--- src/rtl/fpu_pkg.sv ---
// fpu_pkg: shared constants, state encoding and packing helper for the
// floating-point unit pipeline stages.
//   EXP_BIAS / EXP_MAX : single-precision exponent bias and saturating value
//   MANT_W / HIDDEN_BIT: raw ALU mantissa width and hidden-one position
//   *_POS / *_MSB / *_LSB : field positions inside a packed single word
//   fpu_state_t        : controller state encoding shared with the ALU
//   pack_single()      : assembles {sign, exp, frac} into a 32-bit word
package fpu_pkg;

  localparam int EXP_BIAS   = 127;
  localparam int EXP_MAX    = 255;
  localparam int MANT_W     = 28;
  localparam int HIDDEN_BIT = 26;

  localparam int SIGN_POS = 31;
  localparam int EXP_MSB  = 30;
  localparam int EXP_LSB  = 23;
  localparam int FRAC_MSB = 22;

  typedef enum logic [2:0] {
    IDLE,
    NORM,
    ROUND,
    PACK,
    DONE
  } fpu_state_t;

  // Builds a packed single from its three fields.
  function automatic logic [31:0] pack_single(
    input logic                       sign,
    input logic [EXP_MSB-EXP_LSB:0]   exp,
    input logic [FRAC_MSB:0]          frac
  );
    logic [31:0] word;
    word                   = '0;
    word[SIGN_POS]         = sign;
    word[EXP_MSB:EXP_LSB]  = exp;
    word[FRAC_MSB:0]       = frac;
    return word;
  endfunction

endpackage

--- src/rtl/fpu_round_rne.sv ---
// fpu_round_rne: combinational round-to-nearest-even on a raw mantissa
// whose three least significant bits are guard, round and sticky.
//   mant      in  MANT_W : mantissa to round (bit 3 is the kept LSB)
//   rounded   out MANT_W : rounded mantissa, guard bits cleared
//   carry_out out 1      : rounding rippled into the top (carry) bit
module fpu_round_rne
  import fpu_pkg::*;
(
  input  logic [MANT_W-1:0] mant,
  output logic [MANT_W-1:0] rounded,
  output logic              carry_out
);

  logic              inc;
  logic [MANT_W-4:0] upper;

  // Round up when above half, or exactly half with an odd kept LSB.
  always_comb begin
    inc       = mant[2] & (mant[3] | mant[1] | mant[0]);
    upper     = mant[MANT_W-1:3] + {{(MANT_W-4){1'b0}}, inc};
    rounded   = {upper, 3'b000};
    carry_out = upper[MANT_W-4];
  end

endmodule

--- src/rtl/fpu_norm_round.sv ---
// fpu_norm_round: normalizes the ALU's raw mantissa one step per cycle,
// rounds to nearest even, range-checks the exponent and packs an IEEE-754
// single. Uses the same start/finish handshake as the mantissa ALU.
//   clk, reset       : clock and asynchronous active-high reset
//   start            : request, accepted only in IDLE or DONE
//   sign_in, exp_in  : sign and biased exponent (leading one at bit 26)
//   mant_in          : raw mantissa {carry, hidden, frac[22:0], G, R, S}
//   result           : packed single, valid while finish is high
//   finish           : result valid, held until the next accepted start
//   overflow         : result saturated to infinity
//   underflow        : result flushed to zero
module fpu_norm_round
  import fpu_pkg::*;
#(
  parameter int EXP_W = 10
) (
  input  logic              clk,
  input  logic              reset,
  input  logic              start,
  input  logic              sign_in,
  input  logic [EXP_W-1:0]  exp_in,
  input  logic [MANT_W-1:0] mant_in,
  output logic [31:0]       result,
  output logic              finish,
  output logic              overflow,
  underflow
);

  // Two spare bits so neither the +2 of carries nor the -26 of left
  // shifts can wrap, whatever the input exponent.
  localparam int EW = EXP_W + 2;
  localparam logic signed [EW-1:0] EXP_ONE  = EW'(1);
  localparam logic signed [EW-1:0] EXP_ZERO = '0;
  localparam logic signed [EW-1:0] EXP_TOP  = EW'(EXP_MAX);

  fpu_state_t             state, state_next;
  logic                   sign_q, sign_next;
  logic [MANT_W-1:0]      mant_q, mant_next;
  logic signed [EW-1:0]   exp_q, exp_next;
  logic [31:0]            result_next;
  logic                   finish_next, overflow_next, underflow_next;
  logic [MANT_W-1:0]      mant_rounded;
  logic                   round_carry;

  fpu_round_rne u_round (
    .mant      (mant_q),
    .rounded   (mant_rounded),
    .carry_out (round_carry)
  );

  // Next-state and datapath decisions. Outputs are only computed here and
  // registered below, so nothing reaches the ports combinationally.
  always_comb begin
    state_next     = state;
    sign_next      = sign_q;
    mant_next      = mant_q;
    exp_next       = exp_q;
    result_next    = result;
    finish_next    = finish;
    overflow_next  = overflow;
    underflow_next = underflow;

    case (state)
      IDLE, DONE: begin
        if (start) begin
          sign_next      = sign_in;
          mant_next      = mant_in;
          exp_next       = $signed({{2{exp_in[EXP_W-1]}}, exp_in});
          result_next    = '0;
          finish_next    = 1'b0;
          overflow_next  = 1'b0;
          underflow_next = 1'b0;
          state_next     = NORM;
        end
      end

      NORM: begin
        if (mant_q == '0) begin
          state_next = ROUND;
        end else if (mant_q[MANT_W-1]) begin
          // Fold the bit shifted out into sticky so rounding stays exact.
          mant_next  = {1'b0, mant_q[MANT_W-1:2], mant_q[1] | mant_q[0]};
          exp_next   = exp_q + EXP_ONE;
          state_next = ROUND;
        end else if (mant_q[HIDDEN_BIT]) begin
          state_next = ROUND;
        end else begin
          mant_next = {mant_q[MANT_W-2:0], 1'b0};
          exp_next  = exp_q - EXP_ONE;
        end
      end

      ROUND: begin
        if (round_carry) begin
          mant_next = {1'b0, mant_rounded[MANT_W-1:1]};
          exp_next  = exp_q + EXP_ONE;
        end else begin
          mant_next = mant_rounded;
        end
        state_next = PACK;
      end

      PACK: begin
        finish_next = 1'b1;
        state_next  = DONE;
        if (mant_q == '0) begin
          result_next = pack_single(sign_q, 8'h00, 23'h0);
        end else if (exp_q <= EXP_ZERO) begin
          result_next    = pack_single(sign_q, 8'h00, 23'h0);
          underflow_next = 1'b1;
        end else if (exp_q >= EXP_TOP) begin
          result_next   = pack_single(sign_q, 8'hFF, 23'h0);
          overflow_next = 1'b1;
        end else begin
          result_next = pack_single(sign_q, exp_q[7:0],
                                    mant_q[HIDDEN_BIT-1:3]);
        end
      end

      default: state_next = IDLE;
    endcase
  end

  // State, datapath and output registers; reset abandons any operation.
  always_ff @(posedge clk or posedge reset) begin
    if (reset) begin
      state     <= IDLE;
      sign_q    <= 1'b0;
      mant_q    <= '0;
      exp_q     <= '0;
      result    <= '0;
      finish    <= 1'b0;
      overflow  <= 1'b0;
      underflow <= 1'b0;
    end else begin
      state     <= state_next;
      sign_q    <= sign_next;
      mant_q    <= mant_next;
      exp_q     <= exp_next;
      result    <= result_next;
      finish    <= finish_next;
      overflow  <= overflow_next;
      underflow <= underflow_next;
    end
  end

endmodule

--- config.mk ---
export PLATFORM = sky130hd
export DESIGN_NAME = fpu_norm_round
export DESIGN_NICKNAME = d
export VERILOG_FILES = /design/src/rtl/fpu_pkg.sv /design/src/rtl/fpu_round_rne.sv /design/src/rtl/fpu_norm_round.sv
export SDC_FILE = /design/constraint.sdc
export NUM_CORES = 1
export LEC_CHECK = 0
export BUFFER_PORTS_ARGS = -buffer_cell sky130_fd_sc_hd__buf_2
export CELL_PAD_IN_SITES_DETAIL_PLACEMENT = 2
export CELL_PAD_IN_SITES_GLOBAL_PLACEMENT = 2
export CORE_MARGIN = 4
export CORE_UTILIZATION = 25
export CTS_CLUSTER_SIZE = 25
export DETAILED_ROUTE_END_ITERATION = 10
export PLACE_DENSITY_LB_ADDON = 0.1
export REMOVE_ABC_BUFFERS = 1
export SLEW_MARGIN = 20
export SYNTH_ARGS = -nofsm -noshare
export SYNTH_HDL_FRONTEND = slang
export SYNTH_SLANG_ARGS = --single-unit
--- constraint.sdc ---
create_clock -name clk -period 7.3 [get_ports clk]
set_clock_uncertainty 0.1 [all_clocks]
set_input_delay 1.095 -clock clk [delete_from_list [all_inputs] [get_ports clk]]
set_output_delay 1.095 -clock clk [all_outputs]
set_load 0.03 [all_outputs]
==> run_results.csv <==
group,metric,value,unit
synthesis,yosysTopAreaCell,"dfrtp_1",
clock_network,clock_latency,0.35,ns
pwr,pwr-share-clk,0.154,
clock_network,cts.sinks,79,
cells_and_area,utilization,0.297,
synthesis,synth-seq-cells,79,
worst_hold_path,min_from,"result[25]$_DFFE_PP0P_",
floorplanning,row_count,53,
floorplanning,die_x,155,um
synthesis,netlist_top_cells_count,"dfrtp_1, nor2_1, nand2_1, clkbuf_1, nor3_1",
clock_network,cts_resized,0,
clock_network,clk_pin_slew_worst_paths,0.06,ns
setup_path,reg2regPathDepth,8,
sta,period_minus_slack,4.01,ns
detailed_routing,route.detailed.drc,0,
flow_run,cap_violations,0,
setup_path,worstSetupStartpointType,"flop",
synthesis,ys.flop_type,"dfrtp_1",
setup_path,r2r_end,"mant_q[20]$_DFFE_PP0P_",
pwr,switchingPower,0.00179,W
pwr,totalPowerFinal,0.00342,W
setup_path,cp.required,7.43,ns
setup_path,reg2reg_setup_slack,3.29,ns
cells_and_area,layout.cells.non_filler,940,
cells_and_area,antennaDiodeCount,0,
pwr,vdd_drop_max,0.157,mV
floorplanning,die_area,0.0240,mm^2
synthesis,synth_enable_flop_cells,0,
sta,post-route-period-util,0.549,
detailed_routing,wirelength,21500,um
synthesis,synthCells,633,
sta,hold_viol,0,
setup_path,critPathKind,"flop to flop",
floorplanning,start_util,0.255,
global_routing,grt-ovfl-total,0,
worst_hold_path,hold_path.class,"flop to flop",
cells_and_area,areaGrowthSynthToFinish,16.2,%
clock_network,cts-root-buf,"clkbuf_16",
worst_hold_path,worstHoldPathCells,2,
pwr,cellPowerDensity,546,mW/mm^2
global_routing,grt_max_degree,46,
sta,slew_headroom,0.271,
synthesis,synth_area,0.00539,mm^2
floorplanning,io_pins,77,
cells_and_area,drive_above_1_share,0.186,
clock_network,htree_levels,3,
detailed_routing,drt_pass1_iterations,8,
sta,rsz0062_at_grt,"no",
setup_path,end_kind,"flop",
synthesis,ys_types,74,
setup_path,worst_ep_arrival_time,4.14,ns
synthesis,async_flop_share,1.00,
sta,setup_tns,0,ns
global_routing,grt_antenna_before_repair,0,
synthesis,ys_seq_area_frac,0.367,
detailed_routing,post_drt_wl_per_cell,22.8,um
setup_path,r2r-start,"mant_q[3]$_DFFE_PP0P_",
pwr,intPower,0.00163,W
pwr,comb_power_share,0.544,
global_routing,grt_usage,0.181,
sta,max_slew.worst_pin.slew,1.09,ns
sta,drv_slew,0,
synthesis,synth_area_leaders,"dfrtp_1, nor2_1, a222oi_1, a22o_1, nand2_1",
detailed_routing,vias_per_cell,5.65,
floorplanning,die_y,155,um
clock_network,cts_setup_buffers,0,
sta,setup_viol,0,
synthesis,syn_avg_cell_area,8.51,um^2
cells_and_area,final_nets,707,
place,dp_hpwl,14600,um
sta,fmax,250,MHz
sta,holdWs,0.378,ns
outcome,status,"complete, no violations",
place,numPortBuffers,76,
setup_path,worstPathMaxFanout,14,
place,placedCellCount,925,
worst_hold_path,min_to,"result[25]$_DFFE_PP0P_",
pwr,p_leak,2.61,nW
synthesis,yosys_warnings,0,
detailed_routing,vias,5310,
detailed_routing,ant_nets,0,
clock_network,tritoncts,"yes",
place,gp_congestion,0.818,
clock_network,cts_made_buffers,9,
global_routing,grt_pass1_wl,34600,um
clock_network,cts_hold_buf,0,
synthesis,synth.most_common_cell,"dfrtp_1",
clock_network,cts_max_path_buffers,2,
detailed_routing,drt_iter0_markers,386,
pwr,p_sw_frac,0.523,
floorplanning,coreArea,0.0211,mm^2
pwr,seq_power_share,0.302,
synthesis,synth_top_area_frac,0.367,
global_routing,grt_pass1_vias,5971,
[cell families (layout without fill, tap and decap cells)]
logic type      after synthesis  count (layout)  synth area share
compound gates              192             192             0.270
xor+xnor                     21              21            0.0342
fa+ha+maj                     4               4           0.00929
buf+inv                      87             119            0.0734
flops                        79              79             0.367
mux                          11              11            0.0209
simple gates                239             239             0.225
[cell usage in the layout, fill, tap and decap left out, types with 6 or more instances in the layout]
cell type and n:
a21oi_1 24, a222oi_1 25, a22o_1 26, a31oi_1 11, buf_2 76, buf_4 11, clkbuf_16 9, dfrtp_1 79
inv_1 16, mux2i_1 9, nand2_1 59, nand3_1 18, nand4_1 12, nor2_1 65, nor3_1 29, nor4_1 11
o211ai_1 6, o21ai_0 28, o21ai_1 7, o31ai_1 10, or4_1 8, xnor2_1 18
[how the worst max path moves through the flow]
stage,start,end,slack [ns],cells after the start
floorplan,state[1]$_DFFE_PP0P_,exp_q[1]$_DFFE_PP0P_,3.36,5
global route,mant_q[3]$_DFFE_PP0P_,mant_q[20]$_DFFE_PP0P_,3.12,8
finish,mant_q[3]$_DFFE_PP0P_,mant_q[20]$_DFFE_PP0P_,3.29,8
global placement,mant_q[3]$_DFFE_PP0P_,exp_q[8]$_DFFE_PP0P_,3.39,8
detailed placement,mant_q[3]$_DFFE_PP0P_,mant_q[20]$_DFFE_PP0P_,3.40,8
CTS,mant_q[3]$_DFFE_PP0P_,mant_q[20]$_DFFE_PP0P_,3.37,8
[metrics by stage]
stage / instance area [um^2] / setup WS [ns]
2_1_floorplan: 5050 / 3.36
3_3_place_gp: 5920 / 3.39
3_5_place_dp: 5930 / 3.40
4_1_cts: 6260 / 3.37
5_1_grt: 6260 / 3.12
6_report: 6260 / 3.29
[registers in the layout, indices dropped and copies added (netlist names)]
name	flops
sign_q	1
overflow	1
underflow	1
result	32
exp_q	12
mant_q	28
state	3
finish	1
[power groups by stage]
| stage | Clock (W) | Sequential, W | Combinational (W) |
|---|---|---|---|
| 6_report | 0.000527 | 0.00103 | 0.00186 |
| 3_3_place_gp | 0 | 0.00102 | 0.00181 |
| 3_5_place_dp | 0 | 0.00104 | 0.00187 |
| 2_1_floorplan | 0 | 0.00103 | 0.00112 |
| 4_1_cts | 0.000544 | 0.00103 | 0.00188 |
| 5_1_grt | 0.000558 | 0.00109 | 0.00205 |
[layout make-up]
cell class / count / area (um^2)
multi-input cells: 467 / 3080
fillers: 2432 / 14800
well taps: 275 / 344
repair buffers: 87 / 463
inverters: 17 / 65.1
clock buffers: 11 / 233
clock inverters: 4 / 95.1
flip-flops and latches: 79 / 1980
[routing by layer]
| metal | wire length (um) | GRT usage | vias to the layer above |
|---|---|---|---|
| li1 | - | - | 2451 |
| met1 | 10500 | 0.255 | 2757 |
| met2 | 10100 | 0.294 | 85 |
| met3 | 611 | 0.0227 | 17 |
| met4 | 265 | 0.0484 | 0 |
| met5 | 0 | 0 | - |
[critical path, stage by stage (launching register included)]
cell	delay (ns)
dfrtp_1	0.50
and2_1	0.18
ha_1	0.23
nand4_1	0.31
or4_4	0.65
o21a_1	0.45
nor2_1	0.93
o21ai_0	0.22
a211o_1	0.33
Note: power is estimated with default switching activity, not from simulation.
